[src/rtl/cpu_pkg.sv]
// Shared CPU definitions: memory geometry, instruction type encodings and
// the instruction-memory loader state set.
package cpu_pkg;

  localparam int ADDR_W = 6;
  localparam int DATA_W = 32;
  localparam int BYTE_W = 8;

  localparam logic [1:0] TYPE_R   = 2'b00;
  localparam logic [1:0] TYPE_I   = 2'b01;
  localparam logic [1:0] TYPE_LSM = 2'b10;
  localparam logic [1:0] TYPE_BAD = 2'b11;

  typedef enum logic [2:0] {
    ST_IDLE,
    ST_RECV,
    ST_WRITE,
    ST_DONE,
    ST_ERR
  } loader_state_e;

  function automatic logic type_legal(input logic [1:0] t);
    case (t)
      TYPE_R, TYPE_I, TYPE_LSM: return 1'b1;
      TYPE_BAD:                 return 1'b0;
      default:                  return 1'b0;
    endcase
  endfunction

endpackage

[src/rtl/insmem_word_packer.sv]
// Assembles little-endian byte stream into instruction words; word_valid
// flags the byte that completes a word, with word_next holding the full word.
module insmem_word_packer #(
  parameter int BYTE_W = 8,
  parameter int DATA_W = 32
) (
  input  logic              clk,
  input  logic              rst_n,
  input  logic              clear,
  input  logic              take,
  input  logic [BYTE_W-1:0] in_data,
  output logic [DATA_W-1:0] word_next,
  output logic              word_valid
);

  localparam int BYTES = DATA_W / BYTE_W;
  localparam int IDX_W = $clog2(BYTES);
  localparam logic [IDX_W-1:0] LAST_IDX = IDX_W'(BYTES - 1);

  logic [IDX_W-1:0]  byte_idx;
  logic [DATA_W-1:0] word_q;

  // word_next includes the byte being accepted this cycle so the FSM can
  // register the complete word on the same edge that takes the last byte.
  always_comb begin
    word_next = word_q;
    word_next[BYTE_W*byte_idx +: BYTE_W] = in_data;
  end

  assign word_valid = take && (byte_idx == LAST_IDX);

  always_ff @(posedge clk or negedge rst_n) begin
    if (!rst_n) begin
      byte_idx <= '0;
      word_q   <= '0;
    end else if (clear) begin
      byte_idx <= '0;
      word_q   <= '0;
    end else if (take) begin
      byte_idx <= byte_idx + 1'b1;
      word_q   <= word_next;
    end
  end

endmodule

[src/rtl/insmem_loader.sv]
// Instruction-memory loader: packs a byte stream into words, writes them at
// consecutive addresses from 0 and holds the CPU while loading.
//
// state    | meaning
// ---------+--------------------------------------------------------------
// ST_IDLE  | waiting for start, CPU released
// ST_RECV  | accepting stream bytes for the current word
// ST_WRITE | one cycle: word written (wr_en) or rejected for bad type
// ST_DONE  | all words written, done held until next start
// ST_ERR   | bad type or illegal count, err held, CPU kept in hold
module insmem_loader #(
  parameter int ADDR_W = cpu_pkg::ADDR_W,
  parameter int DATA_W = cpu_pkg::DATA_W,
  parameter int BYTE_W = cpu_pkg::BYTE_W
) (
  input  logic              clk,
  input  logic              rst_n,
  input  logic              start,
  input  logic              abort,
  input  logic [ADDR_W:0]   num_words,
  input  logic              in_valid,
  input  logic [BYTE_W-1:0] in_data,
  output logic              in_ready,
  output logic              wr_en,
  output logic [ADDR_W-1:0] wr_addr,
  output logic [DATA_W-1:0] wr_data,
  output logic              cpu_hold,
  output logic              busy,
  output logic              done,
  output logic              err,
  output logic [ADDR_W-1:0] err_addr
);

  localparam logic [ADDR_W:0] MAX_WORDS = {1'b1, {ADDR_W{1'b0}}};

  cpu_pkg::loader_state_e state;

  logic [ADDR_W-1:0] addr;
  logic [ADDR_W:0]   num_q;
  logic              idle_like;
  logic              count_ok;
  logic              last_word;
  logic              take;
  logic              pk_clear;
  logic [DATA_W-1:0] word_next;
  logic              word_valid;

  assign idle_like = (state == cpu_pkg::ST_IDLE) || (state == cpu_pkg::ST_DONE) ||
                     (state == cpu_pkg::ST_ERR);
  assign count_ok  = (num_words != '0) && (num_words <= MAX_WORDS);
  assign last_word = ({1'b0, addr} == (num_q - 1'b1));
  assign take      = in_valid && in_ready && (state == cpu_pkg::ST_RECV) && !abort;
  assign pk_clear  = abort || (start && idle_like);

  insmem_word_packer #(
    .BYTE_W (BYTE_W),
    .DATA_W (DATA_W)
  ) u_packer (
    .clk        (clk),
    .rst_n      (rst_n),
    .clear      (pk_clear),
    .take       (take),
    .in_data    (in_data),
    .word_next  (word_next),
    .word_valid (word_valid)
  );

  always_ff @(posedge clk or negedge rst_n) begin
    if (!rst_n) begin
      state    <= cpu_pkg::ST_IDLE;
      addr     <= '0;
      num_q    <= '0;
      in_ready <= 1'b0;
      wr_en    <= 1'b0;
      wr_addr  <= '0;
      wr_data  <= '0;
      cpu_hold <= 1'b0;
      busy     <= 1'b0;
      done     <= 1'b0;
      err      <= 1'b0;
      err_addr <= '0;
    end else begin
      wr_en <= 1'b0;
      if (abort) begin
        state    <= cpu_pkg::ST_IDLE;
        addr     <= '0;
        in_ready <= 1'b0;
        cpu_hold <= 1'b0;
        busy     <= 1'b0;
        done     <= 1'b0;
        err      <= 1'b0;
        err_addr <= '0;
      end else begin
        case (state)
          cpu_pkg::ST_IDLE, cpu_pkg::ST_DONE, cpu_pkg::ST_ERR: begin
            if (start) begin
              done     <= 1'b0;
              cpu_hold <= 1'b1;
              addr     <= '0;
              if (count_ok) begin
                state    <= cpu_pkg::ST_RECV;
                num_q    <= num_words;
                in_ready <= 1'b1;
                busy     <= 1'b1;
                err      <= 1'b0;
              end else begin
                state    <= cpu_pkg::ST_ERR;
                err      <= 1'b1;
                err_addr <= '0;
              end
            end
          end
          cpu_pkg::ST_RECV: begin
            if (word_valid) begin
              state    <= cpu_pkg::ST_WRITE;
              in_ready <= 1'b0;
              if (cpu_pkg::type_legal(word_next[1:0])) begin
                wr_en   <= 1'b1;
                wr_addr <= addr;
                wr_data <= word_next;
              end
            end
          end
          cpu_pkg::ST_WRITE: begin
            // wr_en is high in this cycle exactly when the word was legal
            if (!wr_en) begin
              state    <= cpu_pkg::ST_ERR;
              busy     <= 1'b0;
              err      <= 1'b1;
              err_addr <= addr;
            end else if (last_word) begin
              state    <= cpu_pkg::ST_DONE;
              busy     <= 1'b0;
              cpu_hold <= 1'b0;
              done     <= 1'b1;
            end else begin
              state    <= cpu_pkg::ST_RECV;
              addr     <= addr + 1'b1;
              in_ready <= 1'b1;
            end
          end
          default: state <= cpu_pkg::ST_IDLE;
        endcase
      end
    end
  end

endmodule
[config.mk]
export PLATFORM = sky130hd
export DESIGN_NAME = insmem_loader
export DESIGN_NICKNAME = d
export VERILOG_FILES = /design/src/rtl/cpu_pkg.sv /design/src/rtl/insmem_word_packer.sv /design/src/rtl/insmem_loader.sv
export SDC_FILE = /design/constraint.sdc
export NUM_CORES = 1
export LEC_CHECK = 0
export BUFFER_PORTS_ARGS = -buffer_cell sky130_fd_sc_hd__buf_2
export CAP_MARGIN = 0
export CORE_MARGIN = 2
export CORE_UTILIZATION = 50
export CTS_CLUSTER_SIZE = 40
export DETAILED_ROUTE_END_ITERATION = 12
export PLACE_DENSITY = 0.82
export SETUP_SLACK_MARGIN = 0.3
export SLEW_MARGIN = 20
export SYNTH_ARGS = -nofsm -noshare
export SYNTH_HDL_FRONTEND = slang
export SYNTH_SLANG_ARGS = --single-unit
[constraint.sdc]
create_clock -name clk -period 6.45 [get_ports clk]
set_input_delay 0.645 -clock clk [delete_from_list [all_inputs] [get_ports clk]]
set_output_delay 0.645 -clock clk [all_outputs]
set_load 0.005 [all_outputs]
[Word-level counts from Yosys, hierarchy flattened]
Index checks and enable logic that the tools add are counted.
Word-level totals
  bits in registers: 100
  input bits: 20
  output and inout port bits: 50
  word-level logic and storage cells: 122
Operators by class
  add/subtract/negate cells: 4
  magnitude comparators: 1
  equality and inequality tests: 18
  shift operators: 2
  mux-type cells: 55
  bitwise operators: 1
  reduce and logical (&&, ||, !) cells: 27
Operators by type and width (number)
  2-to-1 mux 32 bit: 2
  2-to-1 mux 6 bit: 8
  negator 5 -> 34 bit: 1
  variable shift 8 x 34 -> 32 bit, first input constant: 1
  variable part select 8 x 34 -> 32 bit: 1
  bitwise mux 32 bit: 1
  2-to-1 mux 1 bit: 27
  case mux 6 bit (2 select lines): 2
  AND reduction 4 bit: 6
  inequality test 3 bit, second input constant: 7
  2-to-1 mux 3 bit: 5
  case mux 1 bit (2 select lines): 5
  case mux 3 bit (3 select lines): 1
  equality test 6 x 7 -> 1 bit: 1
  <= comparator 7 bit, second input constant: 1
  nonzero test 7 bit: 1
  subtractor 7 x 1 -> 7 bit, second input constant: 1
  adder 6 x 1 -> 6 bit, second input constant: 1
  equality test 2 bit, second input constant: 3
  equality test 3 x 2 -> 1 bit, second input constant: 2
  logical AND 1 bit: 6
  2-to-1 mux 2 bit: 3
  AND reduction 6 bit: 1
  OR reduction 3 bit: 2
  17 further kinds: 19

[Longest topological paths before layout]
  depth in word-level cells: 13
  gate-level depth with buffers: 10
  mapped depth without buffers: 8

[By module]
A second synthesis with hierarchy kept.
Unflattened totals
  cell total of the unflattened synthesis: 463
  area, all modules: 5286.3 sq um
Modules (own cells, without submodules)
  insmem_loader: times used 1, cells each 256, area each 3183.1 sq um
  insmem_word_packer: times used 1, cells each 207, area each 2103.3 sq um

[Worst setup path after synthesis]
No wires, ideal clock.
  path kind: input to register
  from: input num_words[1]
  to: register err_addr[2]
  setup time: 66 ps
  arrival time: 2213 ps
  setup slack: 4170 ps
  stages: 6
  cells stage by stage: or4_4 > o31a_4 > o31ai_2 > a22oi_2 > a21oi_4 > a22o_1
Between the ends
  longest elaborated chain between the ends: 4
  elaborated cells on any way between the ends: 5
  classes of those cells: order compare (1); eq/ne (1); reduce/logical (3)
Ends and longest elaborated chain
  from (decl): RTL line insmem_loader.sv:20  | input logic [ADDR_W:0] num_words,
  <= comparator 7 bit or nonzero test 7 bit (tied branches): RTL line insmem_loader.sv:50  | assign count_ok = (num_words != '0) && (num_words <= MAX_WORDS);
  logical AND 1 bit (*): RTL line insmem_loader.sv:50
  inequality test 3 bit (no line) (*)
  AND reduction 4 bit (no line) (*)
  to (signal assigned): RTL line insmem_loader.sv:130  | err_addr <= addr;
  to (decl): RTL line insmem_loader.sv:31  | output logic [ADDR_W-1:0] err_addr
Every way passes the cells marked *; elsewhere a longest branch is shown, timed or not.
A chain may end at the register's enable or synchronous reset.

[Worst setup path in the final report]
  from: register u_packer.byte_idx[0]
  to: register wr_data[24]
Between the ends
  longest elaborated chain between the ends: 10
  elaborated cells on any way between the ends: 16
  classes of those cells: add/sub (1); eq/ne (4); shift (2); mux (5); reduce/logical (4)
Ends and longest elaborated chain
  from (decl): RTL line insmem_word_packer.sv:20  | logic [IDX_W-1:0] byte_idx;
  from (signal assigned): RTL line insmem_word_packer.sv:40  | byte_idx <= byte_idx + 1'b1;
  negator 5 -> 34 bit: RTL line insmem_word_packer.sv:27  | word_next[BYTE_W*byte_idx +: BYTE_W] = in_data;
  variable part select 8 x 34 -> 32 bit or variable shift 8 x 34 -> 32 bit (tied branches): RTL line insmem_word_packer.sv:27
  bitwise mux 32 bit: RTL line insmem_word_packer.sv:27
  equality test 2 x 1 -> 1 bit (tied with other cells): RTL line cpu_pkg.sv:23  | case (t)
  OR reduction 3 bit: RTL line cpu_pkg.sv:23
  case mux 1 bit (2 select lines): RTL line cpu_pkg.sv:23
  2-to-1 mux 1 bit: RTL line insmem_loader.sv:114  | if (word_valid) begin
  2-to-1 mux 1 bit: RTL line insmem_loader.sv:94  | case (state)
  2-to-1 mux 1 bit: RTL line insmem_loader.sv:84  | if (abort) begin
  AND reduction 4 bit (no line)
  to (signal assigned): RTL line insmem_loader.sv:120  | wr_data <= word_next;
  to (decl): RTL line insmem_loader.sv:26  | output logic [DATA_W-1:0] wr_data,
Parallel ways exist; a longest one is shown, timed or not. The select of a mux whose other input is x is not followed.

==> impl_metrics.prom <==
# TYPE chip_impl_metric gauge
chip_impl_metric{name="routed_wirelength",unit="um"} 10700
chip_impl_metric{name="drt_drc_violations_left",unit=""} 0
chip_impl_metric{name="worst-endpoint-arrival",unit="ps"} 3040
chip_impl_info{name="grt_setup_unrepaired",value="no"} 1
chip_impl_info{name="cts_tree",value="yes"} 1
chip_impl_metric{name="setup-tns-final",unit="ps"} 0
chip_impl_metric{name="flip_flop_and_latch_count_after_synthesis",unit=""} 100
chip_impl_metric{name="grt_start_max_net_pins",unit=""} 68
chip_impl_metric{name="setup_viol",unit=""} 0
chip_impl_metric{name="via_count",unit=""} 3698
chip_impl_info{name="startpoint_type",value="register"} 1
chip_impl_info{name="dominantRegCellSynth",value="dfrtp_1"} 1
chip_impl_metric{name="multi_input_comb_area",unit="um^2"} 2070
chip_impl_metric{name="detail_route.first_pass.iterations",unit=""} 4
chip_impl_info{name="critical_path.endpoint_type",value="register"} 1
chip_impl_metric{name="die_h",unit="um"} 102
chip_impl_metric{name="relSlewSlack",unit="%"} 31.8
chip_impl_metric{name="numCtsBuffers",unit=""} 9
chip_impl_metric{name="synth_nets",unit=""} 481
chip_impl_metric{name="worstPathMaxFanout",unit=""} 48
chip_impl_metric{name="post_cts.resized_instances",unit=""} 0
chip_impl_metric{name="finalMaxSlewViolations",unit=""} 0
chip_impl_metric{name="design.core.area",unit="um^2"} 9240
chip_impl_metric{name="clkLatencyLatePin",unit="ps"} 390
chip_impl_metric{name="stdcell_count",unit=""} 640
chip_impl_metric{name="layout_min_cycle_time",unit="ps"} 2730
chip_impl_metric{name="design.portCount",unit=""} 70
chip_impl_metric{name="place_hpwl",unit="um"} 7480
chip_impl_metric{name="final_nets",unit=""} 531
chip_impl_metric{name="slowest_delay",unit="ps"} 500
chip_impl_metric{name="final.setup_skew",unit="ps"} 21.2
chip_impl_metric{name="viasPerCell",unit=""} 5.78
chip_impl_metric{name="post_synth_inst_count",unit=""} 455
chip_impl_metric{name="fill_cells",unit=""} 792
chip_impl_metric{name="numPortBuffers",unit=""} 69
chip_impl_metric{name="cts_hold_buffers",unit=""} 0
chip_impl_metric{name="synth.lib_cells_used.distinct",unit=""} 60
chip_impl_metric{name="maxCapViolations",unit=""} 0
chip_impl_metric{name="initial_antenna_violation_count",unit=""} 1
chip_impl_metric{name="placed_cells",unit=""} 622
chip_impl_metric{name="drt_iter0_markers",unit=""} 201
chip_impl_metric{name="worst_voltage_drop_across_the_vdd_grid",unit="uV"} 172
chip_impl_metric{name="gpl.final_weighted_congestion",unit=""} 0.850
chip_impl_info{name="crit_path_cell_trace",value="inv_1, ha_1, nor3_2, a221oi_1, nor2_4, buf_12, nand2_1, o21ai_0"} 1
chip_impl_metric{name="wl_per_cell",unit="um"} 16.7
chip_impl_metric{name="timing.final.crit_share",unit="%"} 42.4
chip_impl_metric{name="cts.reportedPaths.clkPinSlew",unit="ps"} 120
chip_impl_metric{name="power_density",unit="nW/um^2"} 237
chip_impl_metric{name="synthesis.area",unit="um^2"} 4760
chip_impl_info{name="cpMaxStageDelayCell",value="dfrtp_1"} 1
chip_impl_metric{name="clock_sinks",unit=""} 100
chip_impl_metric{name="fin_hold_ws",unit="ps"} 269
chip_impl_info{name="hold_class",value="in -> async"} 1
chip_impl_metric{name="initial_core_util",unit="%"} 51.5
chip_impl_metric{name="count_of_flip_flops_with_a_built_in_enable_after_synthesis",unit=""} 0
chip_impl_metric{name="floorplan.die.width",unit="um"} 102
chip_impl_metric{name="achievable-frequency",unit="MHz"} 366
chip_impl_metric{name="syn_avg_cell_area",unit="um^2"} 10.5
chip_impl_metric{name="tightest_slew",unit="ps"} 1020
chip_impl_metric{name="ctsLongestPathBuffers",unit=""} 2
chip_impl_info{name="cp_top_family",value="simple AND/OR/NAND/NOR gates"} 1
chip_impl_metric{name="overall_power_of_the_completed_layout",unit="mW"} 1.27
chip_impl_metric{name="globalRouteTotalUtil",unit="%"} 22.3
chip_impl_metric{name="global_route_wire_length_before_repair",unit="um"} 17700
chip_impl_metric{name="final-seq-area",unit="um^2"} 2500
chip_impl_metric{name="total_leakage_power",unit="nW"} 2.59
chip_impl_metric{name="row_count",unit=""} 35
chip_impl_info{name="outcome",value="completed"} 1
chip_impl_metric{name="final_util",unit="%"} 58.0
chip_impl_metric{name="htreeDepth",unit=""} 3
chip_impl_info{name="clockRootBuffer",value="clkbuf_8"} 1
chip_impl_metric{name="ys_seq_area_share",unit="%"} 52.5
chip_impl_metric{name="critical_path.n_buffers_inverters",unit=""} 2
chip_impl_metric{name="post_cts_buffers",unit=""} 0
chip_impl_metric{name="postSynth.asyncResetShare",unit="%"} 100
chip_impl_metric{name="cp.required",unit="ps"} 6750
chip_impl_metric{name="grt.overflow.total",unit=""} 0
chip_impl_metric{name="synthesis.yosys.warnings",unit=""} 0
chip_impl_info{name="critPathKind",value="reg -> reg"} 1
chip_impl_metric{name="floorplan.die_area",unit="um^2"} 10300
chip_impl_metric{name="drtAntennaViolNets",unit=""} 0
chip_impl_metric{name="syn2layout_area_growth",unit="%"} 12.5
chip_impl_metric{name="final_layout_size_suffix_gt1_share",unit="%"} 23.1
chip_impl_metric{name="first_global_vias",unit=""} 3502
chip_impl_metric{name="timing.final.hold_violations",unit=""} 0
[layout make-up]
cell class	count	area share [%]
Sequential cell	100	46.7
Multi-Input combinational cell	310	38.6
Timing Repair Buffer	71	7.00
Tap cell	129	3.01
Clock buffer	9	2.31
Clock inverter	7	1.38
Inverter	13	0.911
Antenna cell	1	0.0467
[cells in the mapped netlist, drive strengths merged, types with 4 or more instances]
| master | number | area [um^2] |
|---|---|---|
| dfrtp | 100 | 2500 |
| buf | 21 | 105 |
| a21oi | 37 | 196 |
| nor2 | 17 | 66.3 |
| nor4 | 4 | 46.3 |
| mux2 | 13 | 146 |
| o31ai | 4 | 35.0 |
| clkbuf | 11 | 42.5 |
| o21ai | 42 | 210 |
| ha | 6 | 75.1 |
| nand2 | 49 | 184 |
| nor2b | 29 | 181 |
| nand2b | 7 | 43.8 |
| inv | 13 | 48.8 |
| a22oi | 7 | 57.6 |
| or4 | 4 | 33.8 |
| nor3 | 8 | 61.3 |
| nand3 | 6 | 30.0 |
| a22o | 39 | 342 |
[layout by cell type (no fill, tap or decap), types with 3 or more instances in the layout]
master,Yosys,final
nand3_1,6,6
or3_1,3,3
nand2_1,49,49
nor2_1,16,15
xor2_1,3,3
o21ai_0,37,37
inv_6,0,3
o31ai_1,3,3
mux2_2,13,13
buf_2,6,68
nor3_1,5,5
clkbuf_8,0,9
a22o_1,39,39
a21oi_1,36,36
o21ai_1,5,5
or4_1,3,3
inv_1,13,13
a22oi_1,6,6
dfrtp_1,100,100
nand2b_1,7,7
nor2b_1,29,29
ha_1,6,6
[routing by layer]
layer / up-vias / GRT usage (%) / part of all wire [%]
li1: 1742 / - / -
met1: 1834 / 30.8 / 45
met2: 108 / 35.2 / 49
met3: 14 / 3.52 / 4.4
met4: 0 / 9.15 / 1.9
met5: - / 0 / 0
[cell families (layout without fill, tap and decap cells)]
logic type                 count (synthesis)  count (layout)  synth area share, %
AOI/OAI and AO/OA                        151             151                 22.1
xor gates and xnor gates                   5               5                0.920
adders and majority gates                  6               6                 1.58
buffers and inverters                     45             100                 4.13
DFF                                      100             100                 52.5
muxes                                     13              13                 3.07
other                                      0               1                    0
and+or+nand+nor                          135             135                 15.6
[power breakdown]
part | switching, mW | internal [mW] | total [mW]
Sequential | 0.0339 | 0.648 | 0.681
Combinational | 0.113 | 0.0736 | 0.186
Clock | 0.248 | 0.154 | 0.402
Total | 0.395 | 0.875 | 1.27
[metrics by stage]
step	instance area (um^2)	setup WS, ps
final	5360	3720
after global routing	5360	3430
after CTS	5340	3190
after detailed placement	5140	3210
after global placement	5140	3400
after floorplan	4760	4170
[path summary, 6_finish.rpt]
check	from	to	slack, ps	depth (start not counted)
min reg2reg	wr_data[4]	wr_data[4]	480	2
max reg2reg	u_packer.byte_idx[0]	wr_data[24]	3720	8
min	rst_n	num_q[0]	270	1
max in group asynchronous	rst_n	wr_data[5]	5100	2
min in group clk	wr_data[4]	wr_data[4]	480	2
max	u_packer.byte_idx[0]	wr_data[24]	3720	8
[state kept, by name, indices dropped and copies added (netlist names)]
register and count:
wr_data 32, err_addr 6, u_packer.word_q 32, err 1
wr_en 1, wr_addr 6, done 1, state 3
busy 1, num_q 7, cpu_hold 1, in_ready 1
addr 6, u_packer.byte_idx 2
(Power assumes the default switching activity.)
